### config.mk
export PLATFORM = sky130hd
export DESIGN_NAME = fetch_stage_flat
export DESIGN_NICKNAME = d
export VERILOG_FILES = /design/src/rtl/fetch_stage_pkg.sv /design/src/rtl/fetch_stage_if.sv /design/src/rtl/fetch_hold_buf.sv /design/src/rtl/fetch_stage.sv /design/src/flat_wrapper.sv
export SDC_FILE = /design/constraint.sdc
export NUM_CORES = 1
export LEC_CHECK = 0
export ABC_AREA = 0
export CORE_MARGIN = 8
export CORE_UTILIZATION = 36
export CTS_CLUSTER_SIZE = 14
export DETAILED_ROUTE_END_ITERATION = 16
export DONT_BUFFER_PORTS = 1
export PLACE_DENSITY = 0.55
export SKIP_LAST_GASP = 1
export SYNTH_ARGS = -nofsm -noshare
export SYNTH_HDL_FRONTEND = slang
export SYNTH_HIERARCHICAL = 1
export SYNTH_SLANG_ARGS = --single-unit
### constraint.sdc
create_clock -name clk -period 15.6 [get_ports clk]
set_clock_uncertainty 0.2 [all_clocks]
set_input_delay 4.68 -clock clk [delete_from_list [all_inputs] [get_ports clk]]
set_output_delay 4.68 -clock clk [all_outputs]
set_load 0.05 [all_outputs]
### src/rtl/fetch_stage_pkg.sv
`default_nettype none
// ============================================================================
// fetch_stage_pkg : shared widths, FSM encodings, reset constants, IF/ID word
// Rev 1.0
// ============================================================================
package fetch_stage_pkg;

  localparam int XLEN = 32;

  localparam logic [1:0] ST_FETCH = 2'd0;
  localparam logic [1:0] ST_DRAIN = 2'd1;
  localparam logic [1:0] ST_HALT  = 2'd2;

  localparam logic [XLEN-1:0] DEFAULT_RESET_PC  = 32'h0000_0000;
  localparam logic [XLEN-1:0] DEFAULT_NOP_INSTR = 32'h0000_0013;

  typedef struct packed {
    logic [XLEN-1:0] instr;
    logic [XLEN-1:0] pc;
  } fetch_word_t;

  function automatic logic [XLEN-1:0] align_pc(input logic [XLEN-1:0] a);
    return {a[XLEN-1:2], 2'b00};
  endfunction

endpackage
`default_nettype wire

### src/rtl/fetch_stage_if.sv
`default_nettype none
// ============================================================================
// fetch_stage_if : instruction-memory request/ack bus (master = fetch stage)
// Rev 1.0
// ============================================================================
interface fetch_stage_if;

  logic                              req;
  logic [fetch_stage_pkg::XLEN-1:0]  addr;
  logic                              ack;
  logic [fetch_stage_pkg::XLEN-1:0]  rdata;

  modport master (output req, output addr, input ack, input rdata);
  modport slave  (input req, input addr, output ack, output rdata);

endinterface
`default_nettype wire

### src/rtl/fetch_hold_buf.sv
`default_nettype none
// ============================================================================
// fetch_hold_buf : one-entry {valid,instr,pc} buffer for words returned under stall
// Rev 1.0
// ============================================================================
module fetch_hold_buf
  import fetch_stage_pkg::*;
(
  input  logic        clk,
  input  logic        rst,
  input  logic        load,
  input  logic        consume,
  input  logic        clear,
  input  fetch_word_t load_word,
  output logic        valid,
  output fetch_word_t word
);

  // load wins over consume so a word can pass through while the old one drains
  always_ff @(posedge clk or posedge rst) begin
    if (rst) begin
      valid <= 1'b0;
      word  <= '0;
    end else if (clear) begin
      valid <= 1'b0;
    end else if (load) begin
      valid <= 1'b1;
      word  <= load_word;
    end else if (consume) begin
      valid <= 1'b0;
    end
  end

endmodule
`default_nettype wire

### src/rtl/fetch_stage.sv
`default_nettype none
// ============================================================================
// fetch_stage : PC/FSM, imem request, IF/ID register; FETCH_STATS_EN adds counters
// Rev 1.0
// ============================================================================
module fetch_stage
  import fetch_stage_pkg::*;
#(
  parameter logic [XLEN-1:0] RESET_PC  = DEFAULT_RESET_PC,
  parameter logic [XLEN-1:0] NOP_INSTR = DEFAULT_NOP_INSTR
)
(
  input  logic             clk,
  input  logic             rst,
  fetch_stage_if.master    imem,
  input  logic             stall_i,
  input  logic             redirect_i,
  input  logic [XLEN-1:0]  redirect_pc,
  input  logic             hlt_i,
  output logic [XLEN-1:0]  instr_o,
  output logic [XLEN-1:0]  pc_o,
  output logic             bubble_o,
`ifdef FETCH_STATS_EN
  output logic [31:0]      stat_fetched,
  output logic [31:0]      stat_bubbles,
`endif
  output logic             halted_o
);

  logic [1:0]      state;
  logic [XLEN-1:0] pc;
  logic [XLEN-1:0] drain_addr;
  logic [XLEN-1:0] ifid_instr;
  logic            outstanding;
  logic            halt_pend;

  logic            req;
  logic            ack_now;
  logic            take_halt;
  logic            active;
  logic            ifid_load;
  logic            hold_load;
  logic            hold_consume;
  logic            hold_clear;
  logic            hold_valid;
  fetch_word_t     hold_word;
  fetch_word_t     ack_word;
  fetch_word_t     ifid_word;

  // an issued request is never withdrawn; only reset can drop it
  assign req       = !rst && (outstanding ||
                              (state == ST_FETCH && !stall_i && !halt_pend));
  assign ack_now   = req && imem.ack;
  assign imem.req  = req;
  assign imem.addr = (state == ST_DRAIN) ? drain_addr : pc;

  assign take_halt = (state == ST_FETCH) && !halt_pend && hlt_i && !bubble_o && !redirect_i;
  assign active    = (state == ST_FETCH) && !redirect_i && !halt_pend && !take_halt;

  assign ack_word     = '{instr: imem.rdata, pc: pc};
  assign hold_load    = active && ack_now && (stall_i || hold_valid);
  assign hold_consume = active && !stall_i && hold_valid;
  assign hold_clear   = redirect_i || take_halt;
  assign ifid_load    = active && !stall_i && (hold_valid || ack_now);
  assign ifid_word    = hold_valid ? hold_word : ack_word;

  fetch_hold_buf u_hold (
    .clk       (clk),
    .rst       (rst),
    .load      (hold_load),
    .consume   (hold_consume),
    .clear     (hold_clear),
    .load_word (ack_word),
    .valid     (hold_valid),
    .word      (hold_word)
  );

  always_ff @(posedge clk or posedge rst) begin
    if (rst) begin
      state       <= ST_FETCH;
      pc          <= RESET_PC;
      drain_addr  <= '0;
      outstanding <= 1'b0;
      halt_pend   <= 1'b0;
      ifid_instr  <= NOP_INSTR;
      pc_o        <= '0;
      bubble_o    <= 1'b1;
    end else begin
      outstanding <= req && !imem.ack;
      case (state)
        ST_FETCH: begin
          if (redirect_i) begin
            pc        <= align_pc(redirect_pc);
            bubble_o  <= 1'b1;
            halt_pend <= 1'b0;
            if (req && !imem.ack) begin
              state      <= ST_DRAIN;
              drain_addr <= pc;
            end
          end else if (halt_pend) begin
            if (ack_now) state <= ST_HALT;
          end else if (take_halt) begin
            bubble_o <= 1'b1;
            if (req && !imem.ack) halt_pend <= 1'b1;
            else                  state     <= ST_HALT;
          end else begin
            if (ack_now) pc <= pc + 32'd4;
            if (ifid_load) begin
              ifid_instr <= ifid_word.instr;
              pc_o       <= ifid_word.pc;
              bubble_o   <= 1'b0;
            end else if (!stall_i) begin
              bubble_o <= 1'b1;
            end
          end
        end
        ST_DRAIN: begin
          // pc already holds the redirect target; a newer redirect replaces it
          bubble_o <= 1'b1;
          if (redirect_i) pc <= align_pc(redirect_pc);
          if (imem.ack)   state <= ST_FETCH;
        end
        default: begin
          state    <= ST_HALT;
          bubble_o <= 1'b1;
        end
      endcase
    end
  end

  assign instr_o  = bubble_o ? NOP_INSTR : ifid_instr;
  assign halted_o = (state == ST_HALT);

`ifdef FETCH_STATS_EN
  always_ff @(posedge clk or posedge rst) begin
    if (rst) begin
      stat_fetched <= '0;
      stat_bubbles <= '0;
    end else begin
      if (ifid_load)                      stat_fetched <= stat_fetched + 32'd1;
      if (bubble_o && state != ST_HALT)   stat_bubbles <= stat_bubbles + 32'd1;
    end
  end
`endif

endmodule
`default_nettype wire

### src/flat_wrapper.sv
// flat-port wrapper written by rule: the top's interface ports become plain ports
module fetch_stage_flat import fetch_stage_pkg::*;
#(
  parameter logic [XLEN-1:0] RESET_PC  = DEFAULT_RESET_PC,
  parameter logic [XLEN-1:0] NOP_INSTR = DEFAULT_NOP_INSTR
)
  (clk, rst, stall_i, redirect_i, redirect_pc, hlt_i, instr_o, pc_o, bubble_o, halted_o, imem_req, imem_addr, imem_ack, imem_rdata);
  fetch_stage_if imem_i ();
  input  logic clk;
  input  logic rst;
  input  logic stall_i;
  input  logic redirect_i;
  input  logic [XLEN-1:0] redirect_pc;
  input  logic hlt_i;
  output logic [XLEN-1:0] instr_o;
  output logic [XLEN-1:0] pc_o;
  output logic bubble_o;
  output logic halted_o;
  output wire logic [$bits(imem_i.req)-1:0] imem_req;
  output wire logic [$bits(imem_i.addr)-1:0] imem_addr;
  input wire logic [$bits(imem_i.ack)-1:0] imem_ack;
  input wire logic [$bits(imem_i.rdata)-1:0] imem_rdata;
  assign imem_req = imem_i.req;
  assign imem_addr = imem_i.addr;
  assign imem_i.ack = imem_ack;
  assign imem_i.rdata = imem_rdata;
  fetch_stage #(.RESET_PC(RESET_PC), .NOP_INSTR(NOP_INSTR)) u_core (.clk(clk), .rst(rst), .imem(imem_i), .stall_i(stall_i), .redirect_i(redirect_i), .redirect_pc(redirect_pc), .hlt_i(hlt_i), .instr_o(instr_o), .pc_o(pc_o), .bubble_o(bubble_o), .halted_o(halted_o));
endmodule
=== Word level (Yosys, flattened, before mapping) ===
Cells that the tools add are included.

* Register bits after elaboration: 198
* Bits of input ports: 70
* Output and inout port bits: 99

* $add $sub $neg: 1
* Equality and inequality tests: 12
* Muxes and demuxes: 30
* Bitwise operators: 4
* Reductions and logical operators: 37

{| class="wikitable"
|+ Operators with widths
! operator !! number
|-
| 32-bit two-way mux || 7
|-
| 64-bit two-way mux || 1
|-
| 32-bit case mux with 2 select lines || 1
|-
| 32-bit by 3-bit adder with 32-bit output (second input constant) || 1
|-
| 1-bit logical AND || 17
|-
| 5-bit AND reduction || 3
|-
| 2-bit two-way mux || 7
|-
| 1-bit two-way mux || 13
|-
| 3-bit != test (second input constant) || 3
|-
| 1-bit zero test || 7
|-
| 5-bit by 3-bit != test with 1-bit output (second input constant) || 1
|-
| 1-bit logical OR || 4
|-
| 2-bit != test (second input constant) || 2
|-
| 4-bit by 2-bit != test with 1-bit output (second input constant) || 1
|-
| 4-bit by 3-bit != test with 1-bit output (second input constant) || 1
|-
| 4-bit != test (second input constant) || 1
|-
| 1-bit NOT || 4
|-
| 2-bit case mux with 2 select lines || 1
|-
| 2-bit AND reduction || 2
|-
| 3-bit by 2-bit != test with 1-bit output (second input constant) || 1
|-
| 3-bit AND reduction || 1
|-
| 3-bit nonzero test || 1
|-
| 2-bit by 1-bit equality test with 1-bit output (second input constant) || 1
|-
| 2-bit equality test (second input constant) || 1
|-
| 2 further kinds || 2
|}

=== Depth between registers and ports, before layout ===
* Word-level depth: 14
* Depth in mapped cells: 9
* Gate-level depth less buffers: 6

=== Cells and area by module ===
Netlist, hierarchy kept.

{| class="wikitable"
|+ Modules (own cells, without submodules)
! module !! times used !! cells an instance !! area an instance (um^2)
|-
| fetch_stage || 1 || 699 || 6,905.4
|-
| fetch_hold_buf || 1 || 141 || 2,745.1
|}

=== Worst setup path after synthesis ===
OpenSTA, ideal clock, no wires.

* Path kind: input port to output port
* Start: input rst
* End: output imem_req
* Arrival time: 8,497 ps
* Slack: 2,223 ps
* Cell stages on the path: 3
* Buffers on the path: 0
* Path through: inv_1 -> o21ai_0 -> inv_1

* Cells in the longest elaborated chain, start to end: 2

{| class="wikitable"
|+ RTL lines
! item !! line !! text
|-
| start, declared || flat_wrapper.sv:10 || <nowiki>input logic rst;</nowiki>
|-
| 1-bit zero test (no line) || -- ||
|-
| 1-bit logical AND || fetch_stage.sv:51 || <nowiki>assign req = !rst && (outstanding ||</nowiki>
|-
| end, declared || flat_wrapper.sv:19 || <nowiki>output wire logic [$bits(imem_i.req)-1:0] imem_req;</nowiki>
|}

No other way between the ends.

=== Worst setup path in the final report ===
Ends and elaborated chain as after synthesis.

==> impl_metrics.yaml <==
clock_tree:
  cts_inserted_buffers: 17
  cts_tree: "yes"
  cts_buffer_depth: 2
  clock_latency_ns: 0.43
  hold_buffers: 0
  cts_setup_buffers: 0
  clkTransAtPathRegs_ns: 0.07
  cts.repair.resized: 0
  root_buffer: "clkbuf_16"
  cts_num_sinks: 194
  ctsHtreeMaxLevel: 4
finish:
  fillers: 2555
  layout-drive-gt1-share_pct: 23.1
  multi_input_area_um2: 4390
  area_growth_pct: 7.99
  nets: 878
  diodes: 0
  seqCellArea_um2: 4860
run:
  cap_violations: 0
global_routing:
  grt_max_degree: 88
  antenna_found_initial: 2
  gr-usage-all-layers_pct: 14.9
  grt_pass1_wl_mm: 38.1
  grt_pass1_vias: 6068
  grt.overflow.total: 0
critical_path:
  criticalPathCategory: "input pin to primary output"
  arrival_ns: 6.06
  rrSetupSlack_ns: 10.95
  crit_path_end_kind: "primary output"
  rr_worst_depth: 7
  startpoint_type: "input pin"
  reg2reg_from: "u_core/bubble_o"
  cp.required_ns: 10.72
  r2r_end: "u_core/u_hold/word[42]"
  cp_max_fo: 87
floorplan:
  coreArea_um2: 26700
  die_h_um: 180
  die_area_um2: 32300
  io_pins: 169
  start_util_pct: 36.2
  die_w_um: 180
  num_rows: 60
logic_synthesis:
  seq_area_frac_synth_pct: 50.4
  synthMuxAreaShare_pct: 23.2
  synth-xor-area-share_pct: 0
  syn_area_per_cell_um2: 11.5
  ys_types: 64
  yosysTopAreaCellShare_pct: 49.3
  synth_top_family_by_area: "multiplexers"
  synthFlopType: "dfrtp_1"
  synth_cells: 840
  synthArstFlopShare_pct: 100
  synth-adder-area-share_pct: 0.130
  synth-seq-cells: 194
  synth_area_leaders: "dfrtp_1 49%, mux2_4 9.3%, mux2_2 7.1%"
  synth_edf_count: 0
  synth_simple_gate_area_share_pct: 11.6
  syn-cell-area_um2: 9650
  synth_top_cell_by_area: "dfrtp_1"
  yosysWarnings: 6
  synth_compound_area_share_pct: 10.1
hold_path:
  holdPathEnd: "u_core/ifid_instr[5]"
  hp-start: "u_core/ifid_instr[5]"
  hold_path.class: "flop to flop"
  whs_path_depth: 2
place:
  portBuffers: 0
  hpwl_mm: 16.1
  gp_congestion: 0.750
timing:
  drv_slew: 0
  max_freq_mhz: 91.4
  tns_ns: 0
  relSlewSlack_pct: 28.5
  setup_viol: 0
  tightest_slew_ns: 1.07
  grt_setup_unrepaired: "no"
  post-route-period-util_pct: 70.1
  fin_crit_ns: 10.94
  whs_ns: 0.273
  final-hold-violation-count: 0
drt:
  drc_errors: 0
  dr.pass1.iters: 4
  wirelength_mm: 24.4
  drtIter0Drc: 315
  ant_nets: 0
  wl_per_cell_um: 21.0
  vias: 6078
  viasPerCell: 5.24
power_and_ir_drop:
  power.leakage_uw: 0.00444
  power.density_nw_per_um2: 116
  irDropWorstVdd_uv: 56.0
status:
  status: "finished clean"
## report_power, final
group / total [uW] / leakage (uW) / internal (uW) / switching, uW
Combinational: 155 / 0.00154 / 44.8 / 110
Sequential: 584 / 0.00259 / 527 / 56.7
Clock: 468 / 0.000303 / 267 / 201
## cells by family after synthesis
family                   count (synthesis)
AND/OR/NAND/NOR                        217
flip-flops                             194
multiplexers                           186
AO/OA/AOI/OAI                          165
buffers and inverters                   76
adder cells (fa/ha/maj)                  1
other                                    1
## cell usage in the layout (no fill, tap or decap), types with 5 or more instances in the layout
master and instances:
a21oi_1 28, dfrtp_1 189, a31oi_1 6, nor3_1 6
inv_1 10, clkbuf_16 17, or2_2 5, mux2_4 60
nor2_1 16, mux2_2 61, o21ai_0 83, buf_4 9
mux2i_1 65, nor2b_1 34, nand4_1 7, nand3_1 19
nand2_1 96, and3_1 6, a2bb2oi_1 11, o22ai_1 8
## how the worst max path moves through the flow
stage,end,slack (ns),from,cells after the start
after floorplan,imem_req,2.22,rst,3
after global placement,imem_req,4.59,rst,3
after detailed placement,imem_req,4.57,rst,3
after CTS,imem_req,4.57,rst,3
after global routing,imem_req,4.39,rst,3
final,imem_req,4.66,rst,3
## Yosys cell counts (all sizes together), types with 2 or more instances
| cell type | instances |
|---|---|
| o22ai | 8 |
| a31oi | 6 |
| nor2 | 18 |
| a21o | 2 |
| and4 | 3 |
| dfrtp | 190 |
| clkbuf | 40 |
| nor2b | 36 |
| dfstp | 4 |
| mux2 | 121 |
| nand2 | 96 |
| or2 | 6 |
| or3 | 2 |
| nand2b | 3 |
| nor3 | 6 |
| mux2i | 65 |
| and3 | 8 |
| a22oi | 4 |
| a22o | 2 |
| o21ai | 86 |
| nor4 | 4 |
| o31ai | 2 |
| nand3 | 20 |
| buf | 24 |
| a2bb2oi | 11 |
| o311ai | 2 |
| nand4 | 9 |
| or4 | 2 |
| inv | 12 |
| nor4b | 2 |
| a21oi | 28 |
## cell type report
type	count	share of cell area, %
multi-input combinational	573	42.2
inverter	12	0.492
clock buffer	20	4.48
sequential	194	46.7
tap	341	4.09
clock inverter	11	1.45
timing repair buffer	9	0.648
## state kept, by name (all words and copies together) (netlist names)
signal,cells
u_core/halt_pend,1
u_core/bubble_o,1
u_core/drain_addr,30
u_core/outstanding,1
u_core/ifid_instr,32
u_core/u_hold/word,64
u_core/u_hold/valid,1
u_core/pc,30
u_core/pc_o,32
u_core/state,2
## critical path: stages
cell and delay (ns):
inv_6 0.57, o21ai_0 0.35, inv_1 0.45
## per-layer routing
layer	global-route usage (%)	up-vias	wire length, um
met5	0	-	23
met1	19.4	3000	11200
met3	6.15	14	1930
met4	2.70	4	153
li1	-	2908	-
met2	23.2	152	11000
## through the flow
stage	setup WS [ns]	power, uW	utilization [%]	area [um^2]	instances
floorplan	2.22	720	-	9660	843
global placement	4.59	749	36.8	9800	1129
detailed placement	4.57	752	36.8	9800	1129
CTS	4.57	1230	39.1	10400	1160
global route	4.39	1260	39.1	10400	1160
finish	4.66	1210	39.1	10400	1160
Power figures use the tool's default switching activity.
